$ cat src/rtl/filter_bank_buffer_if.sv
// filter_bank_buffer_if: load, swap, read and scan signals of the filter coefficient store
interface filter_bank_buffer_if #(
  parameter int DATA_W = 8,
  parameter int K = 4,
  parameter int IDX_W = $clog2(K)
);
  logic ld_valid;
  logic ld_ready;
  logic [IDX_W-1:0] ld_row;
  logic [K*DATA_W-1:0] ld_data;
  logic shadow_full;
  logic swap_req;
  logic act_valid;
  logic rd_en;
  logic [IDX_W-1:0] rd_row;
  logic [IDX_W-1:0] rd_col;
  logic scan_start;
  logic scan_busy;
  logic [DATA_W-1:0] out_data;
  logic out_valid;
  logic out_last;
  modport master (
    output ld_valid, ld_row, ld_data, swap_req, rd_en, rd_row, rd_col, scan_start,
    input ld_ready, shadow_full, act_valid, scan_busy, out_data, out_valid, out_last
  );
  modport slave (
    input ld_valid, ld_row, ld_data, swap_req, rd_en, rd_row, rd_col, scan_start,
    output ld_ready, shadow_full, act_valid, scan_busy, out_data, out_valid, out_last
  );
endinterface

$ cat src/rtl/filter_bank_buffer.sv
// filter_bank_buffer: double-banked KxK coefficient store with shadow loading, random read and raster scan
module filter_bank_buffer #(
  parameter int DATA_W = 8,
  parameter int K = 4,
  parameter int IDX_W = $clog2(K)
) (
  input logic clk,
  input logic rst_n,
  filter_bank_buffer_if.slave bus
);
  typedef enum logic {IDLE, SCAN} state_t;
  localparam logic [IDX_W-1:0] LAST = IDX_W'(K - 1);
  state_t state_q, state_d;
  logic [DATA_W-1:0] mem_q [2][K][K];
  logic [K-1:0] mask_q, mask_d;
  logic sel_q, sel_d, full_q, full_d, act_q, act_d;
  logic [IDX_W-1:0] row_q, row_d, col_q, col_d, a_row, a_col;
  logic [DATA_W-1:0] out_data_q, out_data_d;
  logic out_valid_q, out_valid_d, out_last_q, out_last_d;
  logic busy, last_el, scan_go, rd_go, swap_go, ld_go;
  assign busy = state_q == SCAN;
  assign last_el = row_q == LAST && col_q == LAST;
  assign scan_go = state_q == IDLE && bus.scan_start && act_q;
  assign rd_go = bus.rd_en && !busy && !scan_go;
  assign swap_go = full_q && bus.swap_req && !busy;
  assign ld_go = bus.ld_valid && !full_q && int'(bus.ld_row) < K;
  always_comb begin
    state_d = scan_go ? SCAN : (busy && last_el) ? IDLE : state_q;
    row_d = scan_go ? '0 : (busy && col_q == LAST) ? row_q + 1'b1 : row_q;
    col_d = scan_go ? IDX_W'(1) : busy ? (col_q == LAST ? '0 : col_q + 1'b1) : col_q;
  end
  // Scan owns the read port while busy; a starting scan reads element (0,0)
  always_comb begin
    a_row = busy ? row_q : scan_go ? '0 : bus.rd_row;
    a_col = busy ? col_q : scan_go ? '0 : bus.rd_col;
    out_valid_d = busy || scan_go || rd_go;
    out_last_d = busy && last_el;
    out_data_d = !out_valid_d ? out_data_q :
                 (int'(a_row) < K && int'(a_col) < K) ? mem_q[sel_q][a_row][a_col] : '0;
  end
  always_comb begin
    mask_d = mask_q;
    if (ld_go) mask_d[bus.ld_row] = 1'b1;
    if (swap_go) mask_d = '0;
  end
  assign full_d = &mask_d;
  assign sel_d = sel_q ^ swap_go;
  assign act_d = act_q | swap_go;
  always_ff @(posedge clk or negedge rst_n) begin
    if (!rst_n) begin
      state_q <= IDLE;
      mask_q <= '0;
      sel_q <= 1'b0;
      full_q <= 1'b0;
      act_q <= 1'b0;
      row_q <= '0;
      col_q <= '0;
      out_data_q <= '0;
      out_valid_q <= 1'b0;
      out_last_q <= 1'b0;
      for (int b = 0; b < 2; b++)
        for (int r = 0; r < K; r++)
          for (int c = 0; c < K; c++) mem_q[b][r][c] <= '0;
    end else begin
      state_q <= state_d;
      mask_q <= mask_d;
      sel_q <= sel_d;
      full_q <= full_d;
      act_q <= act_d;
      row_q <= row_d;
      col_q <= col_d;
      out_data_q <= out_data_d;
      out_valid_q <= out_valid_d;
      out_last_q <= out_last_d;
      if (ld_go)
        for (int c = 0; c < K; c++)
          mem_q[~sel_q][bus.ld_row][c] <= bus.ld_data[(K-1-c)*DATA_W +: DATA_W];
    end
  end
  assign bus.ld_ready = !full_q;
  assign bus.shadow_full = full_q;
  assign bus.act_valid = act_q;
  assign bus.scan_busy = busy;
  assign bus.out_data = out_data_q;
  assign bus.out_valid = out_valid_q;
  assign bus.out_last = out_last_q;
endmodule

$ cat src/flat_wrapper.sv
// flat-port wrapper written by rule: the top's interface ports become plain ports
module filter_bank_buffer_flat 
#(
  parameter int DATA_W = 8,
  parameter int K = 4,
  parameter int IDX_W = $clog2(K)
)
  (clk, rst_n, bus_ld_valid, bus_ld_row, bus_ld_data, bus_swap_req, bus_rd_en, bus_rd_row, bus_rd_col, bus_scan_start, bus_ld_ready, bus_shadow_full, bus_act_valid, bus_scan_busy, bus_out_data, bus_out_valid, bus_out_last);
  filter_bank_buffer_if #(.DATA_W(DATA_W), .K(K), .IDX_W(IDX_W)) bus_i ();
  input logic clk;
  input logic rst_n;
  input wire logic [$bits(bus_i.ld_valid)-1:0] bus_ld_valid;
  input wire logic [$bits(bus_i.ld_row)-1:0] bus_ld_row;
  input wire logic [$bits(bus_i.ld_data)-1:0] bus_ld_data;
  input wire logic [$bits(bus_i.swap_req)-1:0] bus_swap_req;
  input wire logic [$bits(bus_i.rd_en)-1:0] bus_rd_en;
  input wire logic [$bits(bus_i.rd_row)-1:0] bus_rd_row;
  input wire logic [$bits(bus_i.rd_col)-1:0] bus_rd_col;
  input wire logic [$bits(bus_i.scan_start)-1:0] bus_scan_start;
  output wire logic [$bits(bus_i.ld_ready)-1:0] bus_ld_ready;
  output wire logic [$bits(bus_i.shadow_full)-1:0] bus_shadow_full;
  output wire logic [$bits(bus_i.act_valid)-1:0] bus_act_valid;
  output wire logic [$bits(bus_i.scan_busy)-1:0] bus_scan_busy;
  output wire logic [$bits(bus_i.out_data)-1:0] bus_out_data;
  output wire logic [$bits(bus_i.out_valid)-1:0] bus_out_valid;
  output wire logic [$bits(bus_i.out_last)-1:0] bus_out_last;
  assign bus_i.ld_valid = bus_ld_valid;
  assign bus_i.ld_row = bus_ld_row;
  assign bus_i.ld_data = bus_ld_data;
  assign bus_i.swap_req = bus_swap_req;
  assign bus_i.rd_en = bus_rd_en;
  assign bus_i.rd_row = bus_rd_row;
  assign bus_i.rd_col = bus_rd_col;
  assign bus_i.scan_start = bus_scan_start;
  assign bus_ld_ready = bus_i.ld_ready;
  assign bus_shadow_full = bus_i.shadow_full;
  assign bus_act_valid = bus_i.act_valid;
  assign bus_scan_busy = bus_i.scan_busy;
  assign bus_out_data = bus_i.out_data;
  assign bus_out_valid = bus_i.out_valid;
  assign bus_out_last = bus_i.out_last;
  filter_bank_buffer #(.DATA_W(DATA_W), .K(K), .IDX_W(IDX_W)) u_core (.clk(clk), .rst_n(rst_n), .bus(bus_i));
endmodule
$ cat config.mk
export PLATFORM = sky130hd
export DESIGN_NAME = filter_bank_buffer_flat
export DESIGN_NICKNAME = d
export VERILOG_FILES = /design/src/rtl/filter_bank_buffer_if.sv /design/src/rtl/filter_bank_buffer.sv /design/src/flat_wrapper.sv
export SDC_FILE = /design/constraint.sdc
export NUM_CORES = 1
export LEC_CHECK = 0
export CAP_MARGIN = 20
export CORE_MARGIN = 5
export CORE_UTILIZATION = 60
export CTS_CLUSTER_DIAMETER = 100
export DETAILED_ROUTE_END_ITERATION = 8
export PLACE_DENSITY = 0.79
export SETUP_SLACK_MARGIN = 0.02
export SYNTH_ARGS = -nofsm -noshare
export SYNTH_HDL_FRONTEND = slang
export SYNTH_SLANG_ARGS = --single-unit
$ cat constraint.sdc
create_clock -name clk -period 3 [get_ports clk]
set_input_delay 0.3 -clock clk [delete_from_list [all_inputs] [get_ports clk]]
set_output_delay 0.3 -clock clk [all_outputs]
set_load 0.01 [all_outputs]
==> qor.yml <==
status: "completed"
slowest_delay_ns: 0.60
cts_sinks: 278
clk_latency_ns: 0.54
postLayoutCellArea_mm2: 0.0145
fin_nets: 903
rows: 53
drc: 0
power.switching_w: 0.00540
grt_pass1_wl_mm: 47.1
cpMaxStageDelayCell: "dfrtp_1"
grt_antenna_before_repair: 1
vias: 7343
cts_setup_buffers: 0
via_per_inst: 6.37
worstPathMaxFanout: 14
ys_async_sr_fraction_pct: 100
final_layout_size_suffix_gt1_share_pct: 37.6
antenna_cells: 0
tightest_slew_ns: 0.822
post-route-min-period_ns: 2.66
worstSetupPathType: "register to register"
whs_ns: 0.397
leakage_nw: 6.10
synth.cell_area_mm2: 0.0126
synthFlopType: "dfrtp_1"
syn_to_final_growth_pct: 15.6
synth_cell_types: 47
start_util_pct: 60.3
place_inst: 1099
cts_root_buf: "clkbuf_16"
grt_use_total_pct: 25.1
overflow: 0
ys.warnings.count: 0
setup_viol: 0
ys_seq_elements: 278
worstPathRequired_ns: 3.41
slew_violations: 0
fin_crit_sh_pct: 88.8
coreArea_mm2: 0.0208
ys_seq_area_share_pct: 55.4
final-hold-violation-count: 0
drt_iter0_markers: 404
dp_hpwl_mm: 17.7
finClkSkew_ns: 0.0100
grt_pass1_vias: 8227
cap_violations: 0
io_pins: 58
routedWlPerCell_um: 25.3
die_w_um: 155
p_per_area_mw_per_mm2: 1160
io_buffers: 57
arrival_ns: 3.07
p_seq_share_pct: 40.3
gp_congestion: 0.768
tns_ns: 0
cp_common_cell: "nand2_1"
grt_max_degree: 107
synth_edf_count: 0
die_h_um: 155
peakVddDrop_mv: 0.651
hold_path_class: "input pin to async pin"
ant_nets: 0
fmax_mhz: 375
clkTransAtPathRegs_ns: 0.06
fin_cells: 1153
synth_nets: 838
place_area_mm2: 0.0135
power_frac_comb_pct: 38.4
drtPass1Iterations: 5
die_area_mm2: 0.0239
routed_wl_mm: 29.1
cts_made_buffers: 30
relSlewSlack_pct: 45.2
clk_path_buf_depth: 3
rsz0062_at_grt: "no"
worstSetupStartpointType: "register"
p_int_w: 0.0115
crit_family: "compound AO/OA/AOI/OAI gates"
path_buf_inv: 1
cp-end-kind: "register"
clockPowerShare_pct: 21.4
cts_tree: "built"
synth_cells: 792
worstPathCellList: "buf_4 > a22o_1 > nand2_1 > o22a_1 > nand2_1 > o221ai_1"
swShare_pct: 32.0
ctsHtreeMaxLevel: 1
syn_area_per_cell_um2: 15.9
==> sequential cells by signal, indices dropped and copies added (netlist names) <==
register and flops:
u_core.bus.scan_busy 1, u_core.mem_q 256, u_core.bus.out_data 8, u_core.mask_q 4
u_core.col_q 2, u_core.bus.out_last 1, u_core.sel_q 1, u_core.bus.act_valid 1
u_core.row_q 2, u_core.bus.shadow_full 1, u_core.bus.out_valid 1
==> metrics by stage <==
stage | power, W | utilization (%) | worst slack (ns)
floorplan | 0.0113 | - | 1.05
global placement | 0.0128 | 65.0 | 0.318
detailed placement | 0.0133 | 65.0 | 0.237
CTS | 0.0169 | 69.7 | 0.405
global route | 0.0178 | 69.7 | 0.234
finish | 0.0169 | 69.7 | 0.336
==> worst reg2reg max path: stages (launching register included) <==
cell and delay [ns]:
dfrtp_1 0.60, buf_4 0.25, a22o_1 0.58, nand2_1 0.44
o22a_1 0.31, nand2_1 0.19, o221ai_1 0.16
==> cell usage after synthesis (2+ instances only) <==
library cell    n  share of area (%)
dfrtp_1       278                 55
mux4_1          2               0.42
buf_6          10               0.90
nor2b_1        11               0.55
or3_1           3               0.15
o22ai_1         2               0.10
nand2b_1        6               0.30
o221ai_1        7               0.49
nand3_1         3               0.12
mux2_1         74                6.6
nand2_1        24               0.72
clkbuf_1        6               0.18
a221oi_1        3               0.21
a2111oi_0       2               0.14
nor2_1          9               0.27
a211oi_1       10               0.60
a211o_1         3               0.21
o22a_1          4               0.28
and2_1          4               0.20
nor2_2          3               0.15
buf_4           7               0.42
buf_2          26                1.0
mux4_2         59                 11
a21oi_1         2              0.080
ha_1            2               0.20
a22oi_2         3               0.30
mux2_2        187                 17
o21a_1          4               0.24
nor3_1          4               0.16
and3_1          2               0.10
mux2i_1        11               0.88
a22o_1          3               0.21
o21ai_0         4               0.16
==> logic make-up after synthesis <==
| group | count (synthesis) | share of synthesized area, % |
|---|---|---|
| muxes | 333 | 35.3 |
| DFF | 278 | 55.4 |
| and+or+nand+nor | 73 | 2.97 |
| AOI/OAI and AO/OA | 53 | 3.47 |
| buffers and inverters | 51 | 2.59 |
| xor gates and xnor gates | 2 | 0.139 |
| adders and majority gates | 2 | 0.199 |
==> layout make-up <==
class	count	area, um2
Sequential cell	278	6960
Fill cell	1346	6300
Multi-Input combinational cell	463	5310
Clock buffer	47	926
Timing Repair Buffer	82	916
Tap cell	275	344
Clock inverter	6	57.6
Inverter	2	7.51
==> cell usage in the layout (no fill, tap or decap), types with 3 or more instances in the layout <==
cell type        netlist  layout
dfrtp_1              278     277
nand2_1               24      24
nor2_4                 0       3
clkbuf_1               6       7
o21ai_0                4       4
and2_1                 4       4
clkdlybuf4s50_1        0      56
a22oi_2                3       3
a211oi_1              10      10
o21a_1                 4       4
a22o_1                 3       3
clkbuf_16              0      31
clkbuf_8               0       9
nor2b_1               11      11
a211o_1                3       3
mux4_2                59      59
nor3_1                 4       4
o221ai_1               7       7
o22a_1                 4       4
mux2i_1               11      11
mux2_2               187     187
nand2b_1               6       6
clkinv_2               0       4
nor2_1                 9       9
buf_12                 0      12
mux2_1                74      74
a221oi_1               3       3
or3_1                  3       3
buf_4                  7      12
==> power groups by stage <==
stage / clock network, W / logic (W) / registers (W)
floorplan: 0 / 0.00496 / 0.00632
finish: 0.00361 / 0.00647 / 0.00679
global route: 0.00382 / 0.00697 / 0.00698
global placement: 0 / 0.00622 / 0.00661
CTS: 0.00365 / 0.00652 / 0.00677
detailed placement: 0 / 0.00646 / 0.00681
==> worst paths after layout <==
check	cells after the start	end	slack, ns	from
min	2	u_core.bus.shadow_full$_DFF_PN0_	0.40	rst_n
min reg2reg	1	u_core.mem_q[85]$_DFFE_PN0P_	0.49	u_core.mem_q[85]$_DFFE_PN0P_
min in group clk	3	u_core.col_q[0]$_DFFE_PN0P_	0.49	bus_scan_start
max	6	u_core.bus.out_data[4]$_DFFE_PN0P_	0.34	u_core.bus.scan_busy$_DFFE_PN0P_
max in group asynchronous	3	u_core.mem_q[96]$_DFFE_PN0P_	1.75	rst_n
max reg2reg	6	u_core.bus.out_data[4]$_DFFE_PN0P_	0.34	u_core.bus.scan_busy$_DFFE_PN0P_
==> timing repair <==
item,in CTS,in global routing
endpoints found under the setup margin,0,0
hold buffers,1,0
hold endpoints to repair,101,0
gates resized for setup,0,0
==> routing by layer <==
metal,share of wire (%),routed length (um),track usage [%],vias up
li1,-,-,-,3117
met1,40,11600,33.0,3916
met2,51,14900,43.5,242
met3,6.5,1910,4.53,66
met4,2.3,674,7.06,2
met5,0.045,13,0,-
No activity file was read; power rests on OpenSTA's default activity.
